**src/rtl/subleq_run_ctrl.sv**
```systemverilog
// Run/step/stop sequencer for a SUBLEQ core: gates the core clock enable on
// instruction boundaries, counts retired instructions and records halt causes.
//
// state  | meaning
// -------+-----------------------------------------------------------
// IDLE   | core parked at operand fetch, waiting for a host command
// RUN    | free-running until NEG_PC, instruction limit or STOP
// STEP   | executing exactly one instruction
// DRAIN  | STOP seen mid-instruction, finishing the current one
// HALTED | core jumped to a negative address; only CLEAR leaves
module subleq_run_ctrl (
    input  logic        clk,
    input  logic        rst,
    input  logic        cmd_valid,
    input  logic [1:0]  cmd_op,
    output logic        cmd_ready,
    input  logic [31:0] run_limit,
    input  logic        core_pc_ld,
    input  logic [15:0] core_pc_next,
    output logic        core_en,
    output logic        core_rst,
    output logic        busy,
    output logic        halted,
    output logic [1:0]  halt_cause,
    output logic [31:0] insn_count,
    output logic        done
);

    typedef enum logic [2:0] {
        S_IDLE   = 3'd0,
        S_RUN    = 3'd1,
        S_STEP   = 3'd2,
        S_DRAIN  = 3'd3,
        S_HALTED = 3'd4
    } state_t;

    localparam logic [1:0] OP_RUN   = 2'b00;
    localparam logic [1:0] OP_STEP  = 2'b01;
    localparam logic [1:0] OP_STOP  = 2'b10;
    localparam logic [1:0] OP_CLEAR = 2'b11;

    localparam logic [1:0] C_NONE  = 2'b00;
    localparam logic [1:0] C_STOP  = 2'b01;
    localparam logic [1:0] C_NEGPC = 2'b10;
    localparam logic [1:0] C_LIMIT = 2'b11;

    state_t      state_q, state_d;
    logic        core_en_q, core_en_d;
    logic        core_rst_q, core_rst_d;
    logic        rst_hold_q, rst_hold_d;
    logic [1:0]  cause_q, cause_d;
    logic [31:0] insn_count_q, insn_count_d;
    logic [31:0] limit_q, limit_d;
    logic [31:0] run_cnt_q, run_cnt_d;
    logic        done_q, done_d;

    logic        accept;
    logic        retire;
    logic        neg_pc;
    logic        do_clear;
    logic [31:0] run_cnt_inc;
    logic        unused_pc_bits;

    assign unused_pc_bits = ^core_pc_next[14:0];

    always_comb begin
        cmd_ready = 1'b0;
        busy      = 1'b0;
        halted    = 1'b0;
        case (state_q)
            S_IDLE:   cmd_ready = 1'b1;
            S_RUN:    begin cmd_ready = 1'b1; busy = 1'b1; end
            S_STEP:   busy = 1'b1;
            S_DRAIN:  busy = 1'b1;
            S_HALTED: begin cmd_ready = 1'b1; halted = 1'b1; end
            default:  ;
        endcase
    end

    assign accept      = cmd_valid && cmd_ready;
    assign retire      = core_pc_ld && core_en_q;
    assign neg_pc      = core_pc_next[15];
    assign run_cnt_inc = run_cnt_q + 32'd1;

    always_comb begin
        state_d      = state_q;
        core_en_d    = core_en_q;
        core_rst_d   = rst_hold_q;   // stretches reset to the core by one cycle
        rst_hold_d   = 1'b0;
        cause_d      = cause_q;
        insn_count_d = insn_count_q;
        limit_d      = limit_q;
        run_cnt_d    = run_cnt_q;
        done_d       = 1'b0;
        do_clear     = 1'b0;

        if (retire && (insn_count_q != 32'hFFFF_FFFF)) begin
            insn_count_d = insn_count_q + 32'd1;
        end

        case (state_q)
            S_IDLE: begin
                core_en_d = 1'b0;
                if (accept) begin
                    case (cmd_op)
                        OP_RUN: begin
                            state_d   = S_RUN;
                            core_en_d = 1'b1;
                            limit_d   = run_limit;
                            run_cnt_d = 32'd0;
                            cause_d   = C_NONE;
                        end
                        OP_STEP: begin
                            state_d   = S_STEP;
                            core_en_d = 1'b1;
                            cause_d   = C_NONE;
                        end
                        OP_CLEAR: do_clear = 1'b1;
                        default:  ;
                    endcase
                end
            end
            S_RUN: begin
                if (retire) begin
                    run_cnt_d = run_cnt_inc;
                end
                // A STOP arriving on the terminating retire is dropped.
                if (retire && neg_pc) begin
                    state_d   = S_HALTED;
                    cause_d   = C_NEGPC;
                    core_en_d = 1'b0;
                    done_d    = 1'b1;
                end else if (retire && (limit_q != 32'd0) && (run_cnt_inc == limit_q)) begin
                    state_d   = S_IDLE;
                    cause_d   = C_LIMIT;
                    core_en_d = 1'b0;
                    done_d    = 1'b1;
                end else if (accept && (cmd_op == OP_STOP)) begin
                    state_d = S_DRAIN;
                end
            end
            S_STEP, S_DRAIN: begin
                if (retire) begin
                    core_en_d = 1'b0;
                    done_d    = 1'b1;
                    if (neg_pc) begin
                        state_d = S_HALTED;
                        cause_d = C_NEGPC;
                    end else begin
                        state_d = S_IDLE;
                        cause_d = (state_q == S_DRAIN) ? C_STOP : C_NONE;
                    end
                end
            end
            S_HALTED: begin
                core_en_d = 1'b0;
                if (accept && (cmd_op == OP_CLEAR)) begin
                    do_clear = 1'b1;
                end
            end
            default: begin
                state_d   = S_IDLE;
                core_en_d = 1'b0;
            end
        endcase

        if (do_clear) begin
            state_d      = S_IDLE;
            insn_count_d = 32'd0;
            cause_d      = C_NONE;
            core_rst_d   = 1'b1;
        end
    end

    always_ff @(posedge clk) begin
        if (rst) begin
            state_q      <= S_IDLE;
            core_en_q    <= 1'b0;
            core_rst_q   <= 1'b1;
            rst_hold_q   <= 1'b1;
            cause_q      <= C_NONE;
            insn_count_q <= 32'd0;
            limit_q      <= 32'd0;
            run_cnt_q    <= 32'd0;
            done_q       <= 1'b0;
        end else begin
            state_q      <= state_d;
            core_en_q    <= core_en_d;
            core_rst_q   <= core_rst_d;
            rst_hold_q   <= rst_hold_d;
            cause_q      <= cause_d;
            insn_count_q <= insn_count_d;
            limit_q      <= limit_d;
            run_cnt_q    <= run_cnt_d;
            done_q       <= done_d;
        end
    end

    assign core_en    = core_en_q;
    assign core_rst   = core_rst_q;
    assign halt_cause = cause_q;
    assign insn_count = insn_count_q;
    assign done       = done_q;

endmodule

```
**config.mk**
```make
export PLATFORM = sky130hd
export DESIGN_NAME = subleq_run_ctrl
export DESIGN_NICKNAME = d
export VERILOG_FILES = /design/src/rtl/subleq_run_ctrl.sv
export SDC_FILE = /design/constraint.sdc
export NUM_CORES = 1
export LEC_CHECK = 0
export BUFFER_PORTS_ARGS = -buffer_cell sky130_fd_sc_hd__buf_4
export CORE_ASPECT_RATIO = 1.1
export CORE_MARGIN = 2
export CORE_UTILIZATION = 25
export DETAILED_ROUTE_END_ITERATION = 6
export SYNTH_ARGS = -nofsm -noshare
export SYNTH_HDL_FRONTEND = slang
export SYNTH_SLANG_ARGS = --single-unit
```
**constraint.sdc**
```tcl
create_clock -name clk -period 5.1 [get_ports clk]
set_input_delay 1.02 -clock clk [delete_from_list [all_inputs] [get_ports clk]]
set_output_delay 1.02 -clock clk [all_outputs]
set_load 0.01 [all_outputs]
```
==> impl_results.md, run 1 <==
* #FFs+latches synth at between 100 and 150
* Yosys warnings at 0
* DR WL/cell at 14.3 µm
* Crit start category: register
* Gpl congestion at about 0.87
* Crit path to: state_q[0]
* Minimum clock period at ~3.6 ns
* Via-per-instance ratio at between 4 and 5
* Setup violations, final at 0
* Total GRT Usage at 0.128
* Reg-to-Reg End: state_q[0]
* Pin count of the biggest net entering global routing at just over 70
* CTS tree: built
* RSZ-0062 raised after global routing: no
* First-pass GRT wire length at between 20000 and 30000 µm
* Core Region at ~0.023 mm²
* Slew HR at 0.349
* Max_cap viols at 0
* Final Non-Filler Cells at roughly 1100
* Vias in the first global route at approximately 4900
* Clock tree buffer depth at 2
* Critical Path AT at between 3 and 4 ns
* Critical path peak fanout at 12
* Max rail drop VDD at about 0.15 mV
* Layout cell share with drive strength beyond 1 at 0.141
* Routed Antenna Nets at 0
* CP endpoint kind: register
* Post-Syn Area per Cell at around 7.7 µm²
* Die ar. at between 0.02 and 0.025 mm²
* Part of the cycle the worst path needs at 0.700
* Critical setup path kind: register to register
* Worst slew pin tran at 0.974 ns
* Commonest non-fill, non-tap cells in the layout: nand2_1, dfxtp_1, buf_4
* Area grow syn2layout at 19.2%
* Initial Utilization at 0.254
* FP Rows at 58
* Pleak at between 2 and 2.5 nW
* Reg2reg path depth at 8
* 1st-iter DRT viols at approximately 410
* Clock Pin Slew Worst Setup and Hold Paths at 0.07 ns
* Antenna cell count at 0
* Fmax at between 200 and 300 MHz
* Count of cell types in the netlist at 59
* Post-Syn Nets at a little over 800
* Reg-to-reg slack, setup at between 1.5 and 2 ns
* Initial antenna violation count at 0
* Post-synth EDFFs at 0
* Detailed-route via count at about 5400
* Reg2reg start: run_cnt_q[3]
* GRT overflow at 0
* TritonCTS Sinks at about 110
* Status: finished, final reports clean
* Setup TNS at 0 ns
* Die width at ~150 µm
* I/O pins at 94
* Largest delay share family, worst path: simple AND/OR/NAND/NOR gates
* Buffers on Ports at 78
* Hold Path Class: register to register
* H-tree depth at 3
* Inst Count DP at about 1100
* Most used DFF post-synth: dfxtp_1
* Worst path required time at about 5.3 ns
* DP Wirelength at about 11000 µm
* DRC viols at 0
* Clock buffer count from CTS at 9
* Power Density at 253 mW/mm²
* Hold_buf cts at 0
* Clock Skew at between 0.009 and 0.01 ns
* Final wirelength at 15700 µm
* Register area share after synthesis at 0.365
* Root buf cell: clkbuf_16
* Nets at 846
* Ys async rst share at 0
* Crit-path cells: nand4_1, or3_1, nor4_1, xor2_1, a2111oi_1, nand4b_1, nand2_1, o221ai_1
* Post-CTS sizing at 0
* Crit. path cell count at 8
* Setup crit start: run_cnt_q[3]
* Commonest non-fill, non-tap cell in the layout: nand2_1
* Max-slew violations at 0
* # Post-CTS Setup Buffers at 0
* Slowest stage cell on the critical path: or3_1
* WP buf/inv at 0
* Synth area leader: dfxtp_1
* Final Hold Vio Count at 0
* Total iterations of the first detailed-routing run at 5
* Clock latency on the worst-skew pair at 0.36 ns
* CP peak stage delay at 0.68 ns
* Die height at between 150 and 200 µm
* Cells after synthesis at 752
* Top cells by area, synth: dfxtp_1, nand2_1, a21oi_1
* Yosys top cell area share at 0.365
* Synthesized cell area at between 0.005 and 0.006 mm²
[state kept, by name, indices dropped and copies added (netlist names)]
signal,cells
run_cnt_q,32
insn_count,32
done,1
limit_q,32
rst_hold_q,1
state_q,3
core_en,1
halt_cause,2
core_rst,1
[worst register-to-register path: stages (launching register included)]
cell       delay (ns)
dfxtp_1          0.46
nand4_1          0.47
or3_1            0.69
nor4_1           0.43
xor2_1           0.12
a2111oi_1        0.66
nand4b_1         0.28
nand2_1          0.21
o221ai_1         0.13
[where the power goes]
| group | switching [mW] | internal, mW | leakage (nW) |
|---|---|---|---|
| Combinational | 0.0671 | 0.0538 | 1.41 |
| Clock | 0.317 | 0.458 | 0.163 |
| Sequential | 0.0120 | 0.830 | 0.848 |
| Total | 0.396 | 1.34 | 2.42 |
[worst min-delay path by stage]
stage	startpoint	endpoint	slack, ns	cells past startpoint
3_5_place_dp	rst_hold_q	core_rst	0.41	1
3_3_place_gp	rst_hold_q	core_rst	0.39	1
4_1_cts	rst_hold_q	core_rst	0.43	1
5_1_grt	rst_hold_q	core_rst	0.45	1
6_report	rst_hold_q	core_rst	0.42	1
2_1_floorplan	rst_hold_q	core_rst	0.39	1
[cells in the mapped netlist (13+ instances only)]
master	n
and4_1	15
nor2_1	67
nand3_1	31
clkbuf_1	40
and3_1	13
nand2_1	118
nor4_1	21
nand4_1	23
a21oi_1	75
xnor2_1	35
o21ai_0	35
xor2_1	34
nor3_1	13
dfxtp_1	105
[logic make-up (layout without fill, tap and decap cells)]
| group | count (synthesis) | count (layout) | synth area share |
|---|---|---|---|
| and+or+nand+nor | 351 | 351 | 0.312 |
| AOI/OAI and AO/OA | 159 | 159 | 0.167 |
| DFF | 105 | 105 | 0.365 |
| xor gates and xnor gates | 69 | 69 | 0.105 |
| buffers and inverters | 65 | 108 | 0.0452 |
| adders and majority gates | 2 | 2 | 0.00434 |
| muxes | 1 | 1 | 0.00174 |
[through the flow]
step	area, µm²	utilization	hold WS [ns]	power (mW)	worst slack, ns
floorplan	5760	-	0.393	0.930	2.48
global placement	6530	0.288	0.393	0.982	1.69
detailed placement	6530	0.288	0.409	0.983	1.64
CTS	6860	0.302	0.430	1.76	1.62
global route	6860	0.302	0.452	1.80	1.35
finish	6860	0.302	0.422	1.74	1.53
[cell type report]
cell class	instances	area, µm²
timing repair buffer	82	616
inverter	10	37.5
sequential	105	2100
clock buffer	12	256
multi-input combinational	582	3400
clock inverter	4	73.8
tap	300	375
fill	2486	15900
[layer usage]
metal / vias to the layer above / wire length, µm / GRT usage
li1: 2743 / - / -
met1: 2575 / 7310 / 0.164
met2: 93 / 7460 / 0.214
met3: 23 / 514 / 0.0204
met4: 0 / 383 / 0.0550
met5: - / 0 / 0
Note: power is estimated with default switching activity, not from simulation.
==> inputs of run 2 (changes only) <==
--- a/config.mk
+++ b/config.mk
@@ -5,6 +5,7 @@
 export SDC_FILE = /design/constraint.sdc
 export NUM_CORES = 1
 export LEC_CHECK = 0
+export ABC_AREA = 1
 export BUFFER_PORTS_ARGS = -buffer_cell sky130_fd_sc_hd__buf_4
 export CORE_ASPECT_RATIO = 1.1
 export CORE_MARGIN = 2
==> constraint.sdc (replaced) <==
create_clock -name clk -period 3.15 [get_ports clk]
set_input_delay 0.63 -clock clk [delete_from_list [all_inputs] [get_ports clk]]
set_output_delay 0.63 -clock clk [all_outputs]
set_load 0.01 [all_outputs]
==> run 2 against run 1 <==
Compared with the run above:
- first-iteration DRC count down 35%
- cell area up 8.6%
- synthesized cell count rose by 34%
- global-route usage up 1.9 points
- cell count grew 27%
- worst setup slack got worse by 1.1 ns
- critical path depth is 9 higher
- combinational power grew to 5.6 times the previous value
- highest routed layer unchanged
==> impl_results.md, run 2 <==
* Status: finished, final reports clean
* Die ar. at 0.0260 mm² (+7.3%)
* Slowest stage cell on the critical path: dfxtp_1
* Dpl ws at 0.443 ns (-1.20 ns)
* H-tree depth at 3 (unchanged)
* Most common cell in the netlist: nand2_1
* Most used DFF post-synth: dfxtp_1
* Count of cell types in the netlist at 35 (-41%)
* Total iterations of the first detailed-routing run at 5 (unchanged)
* Psw at 1.00 mW (+150%)
* Slew HR at 0.680 (+0.331)
* Fmax at 371 MHz (+33%)
* Crit. path cell count at 17 (+9)
* Worst path required time at 3.43 ns (-1.90 ns)
* Detailed-route via count at 6408 (+18%)
* Comb pwr share at 0.202 (+0.132)
* Max rail drop VDD at 0.219 mV (+46%)
* Reg2reg start: run_cnt_q[0]
* Initial Utilization at 0.254 (about the same)
* Buffers on Ports at 78 (unchanged)
* Power Total at 3.33 mW (+92%)
* Cell Int Power at 2.33 mW (+73%)
* Register area share after synthesis at 0.339 (-0.0255)
* Critical setup path kind: register to register
* Vias in the first global route at 6266 (+27%)
* Clock buffer count from CTS at 9 (unchanged)
* DR WL/cell at 13.4 µm (-6.5%)
* Via-per-instance ratio at 4.60 (-7.4%)
* Minimum clock period at 2.69 ns (-0.876 ns)
* Power Density at 447 mW/mm² (+76%)
* Part of the cycle the worst path needs at 0.855 (+0.155)
* Layout cell share with drive strength beyond 1 at 0.119 (-0.0219)
* WHS Endpoint: core_rst
* DRC viols at 0 (unchanged)
* Critical Path AT at 2.97 ns (-0.83 ns)
* Die height at 169 µm (+3.6%)
* Die width at 154 µm (+3.6%)
* CP peak stage delay at 0.40 ns (-0.28 ns)
* Cells after synthesis at 1004 (+34%)
* First-pass GRT wire length at 30800 µm (+22%)
* Critical path peak fanout at 8 (-4)
* Pleak at 2.87 nW (+19%)
* Gpl congestion at 0.885 (+1.9%)
* CP endpoint kind: register
* Pin count of the biggest net entering global routing at 36 (-50%)
* #FFs+latches synth at 105 (unchanged)
* CTS tree: built
* Final wirelength at 18600 µm (+19%)
* Post-Syn Area per Cell at 6.17 µm² (-19%)
* Root buf cell: clkbuf_16
* WHS Path Cells at 1 (unchanged)
* I/O pins at 94 (unchanged)
* Reg2reg path depth at 17 (+9)
* # fillers at 2712 (+9.1%)
* Worst setup slack after layout at 0.456 ns (-1.07 ns)
* Synth area leader: dfxtp_1
* FP Rows at 60 (+3.4%)
* Antenna cell count at 0 (unchanged)
* Clk network pwr share at 0.364 (-0.082)
* TritonCTS Sinks at 105 (unchanged)
* Worst slew pin tran at 0.476 ns (-0.498 ns)
* Synthesized cell area at 0.00619 mm² (+7.5%)
* 1st-iter DRT viols at 268 (-35%)
* # Post-CTS Setup Buffers at 0 (unchanged)
* Yosys warnings at 0 (unchanged)
* Commonest non-fill, non-tap cells in the layout: nand2_1, nor2_1, dfxtp_1
* CP most frequent cell: nand2_1
* Core Region at 0.0244 mm² (+7.4%)
* Total GRT Usage at 0.147 (+0.0189)
* Clock Skew at 0.00870 ns (-0.000364 ns)
* Post-Syn Nets at 1060 (+31%)
* Max-slew violations at 0 (unchanged)
* Routed Antenna Nets at 0 (unchanged)
* Ys async rst share at 0 (unchanged)
* Clock latency on the worst-skew pair at 0.36 ns (about the same)
* Post-synth EDFFs at 0 (unchanged)
* Crit-path cells: ha_1, nand2_2, nor2_4, nand3_1, clkinv_1, nand2_1, nand2_1, nand2_1, nand2_1, nand2_1, nor2_1, nand2_1, nor2_1, nand3_2, a21oi_2, nand2_1, a21oi_1
* Clock Pin Slew Worst Setup and Hold Paths at 0.07 ns (about the same)
* Flop pwr share at 0.434 (-0.050)
* Setup violations, final at 0 (unchanged)
* Setup TNS at 0 ns (unchanged)
* Clock tree buffer depth at 2 (unchanged)
* Top cells by area, synth: dfxtp_1, nand2_1, nor2_1
* Reg-to-reg slack, setup at 0.46 ns (-1.07 ns)
* Commonest non-fill, non-tap cell in the layout: nand2_1
* Final Hold Vio Count at 0 (unchanged)
* WP buf/inv at 1 (+1)
* Largest delay share family, worst path: simple AND/OR/NAND/NOR gates
* Crit start category: register
* Hold Path Class: register to register
* RSZ-0062 raised after global routing: no
* Initial antenna violation count at 0 (unchanged)
* Hold_buf cts at 0 (unchanged)
* GRT overflow at 0 (unchanged)
* Sw frac at 0.301 (+0.0727)
* Nets at 1135 (+34%)
* Reg-to-Reg End: state_q[2]
* Max_cap viols at 0 (unchanged)
* HP Start: rst_hold_q
* Commonest cells in the netlist: nand2_1, nor2_1, dfxtp_1, inv_1, nand3_1
* Post-CTS sizing at 0 (unchanged)
* DP Wirelength at 14100 µm (+30%)
* Yosys top cell area share at 0.339 (-0.0255)
* Area grow syn2layout at 20.3%
-- run 2: cell count changes in the layout (fill, tap and decap cells not counted), sizes merged, moves of 10 or more --
cell / before / now
nand2: 118 / 304
nor2b: 10 / 0
nor2: 67 / 143
nand3: 31 / 95
inv: 11 / 105
and4: 15 / 0
and3: 13 / 2
o21ai: 35 / 47
xor2: 34 / 12
or3: 10 / 0
nor4: 23 / 5
nor3: 13 / 24
xnor2: 35 / 10
-- run 2: logic make-up after synthesis --
| logic type | synth area share |
|---|---|
| flops | 0.339 |
| compound gates | 0.113 |
| buf+inv | 0.0794 |
| simple gates | 0.424 |
| fa+ha+maj | 0.00404 |
| xor+xnor | 0.0396 |
-- run 2: layer usage --
metal / track usage / wire length (µm) / vias up
met4: 0.0419 / 357 / 0
met5: 0 / 0 / -
met3: 0.0374 / 1140 / 22
met1: 0.176 / 8190 / 2876
li1: - / - / 3372
met2: 0.260 / 8950 / 138
-- run 2: worst max path at each step --
stage,end,startpoint
3_5_place_dp,halt_cause[1],run_cnt_q[0]
6_report,state_q[2],run_cnt_q[0]
2_1_floorplan,halt_cause[1],run_cnt_q[0]
4_1_cts,state_q[2],run_cnt_q[0]
3_3_place_gp,halt_cause[1],run_cnt_q[0]
5_1_grt,halt_cause[1],run_cnt_q[0]
-- run 2: layout make-up --
class	instances	area [µm²]	share of cell area
Multi-Input combinational cell	768	3600	0.483
Sequential cell	105	2100	0.282
Timing Repair Buffer	87	653	0.0876
Inverter	108	405	0.0544
Tap cell	310	388	0.0520
Clock buffer	13	240	0.0322
Clock inverter	3	65.1	0.00873
-- run 2: power groups by stage --
stage	Sequential (mW)	Combinational, mW	Clock [mW]
after floorplan	1.47	0.430	0
after global placement	1.48	0.675	0
after detailed placement	1.48	0.680	0
after CTS	1.45	0.680	1.25
after global routing	1.46	0.763	1.30
final	1.45	0.673	1.21
-- run 2: metrics by stage --
stage	hold slack [ns]	utilization	std cells	area [µm²]
after global routing	0.447	0.305	1394	7450
after detailed placement	0.407	0.293	1378	7150
after global placement	0.399	0.293	1378	7150
after floorplan	0.393	-	1004	6190
final	0.422	0.305	1394	7450
after CTS	0.424	0.305	1394	7450
-- run 2: worst reg2reg max path: stages, from the launching register on --
cell      delay [ns]
dfxtp_1         0.40
ha_1            0.23
nand2_2         0.11
nor2_4          0.23
nand3_1         0.19
clkinv_1        0.17
nand2_1         0.13
nand2_1         0.08
nand2_1         0.04
nand2_1         0.05
nand2_1         0.04
nor2_1          0.18
nand2_1         0.08
nor2_1          0.11
nand3_2         0.16
a21oi_2         0.21
nand2_1         0.08
a21oi_1         0.13
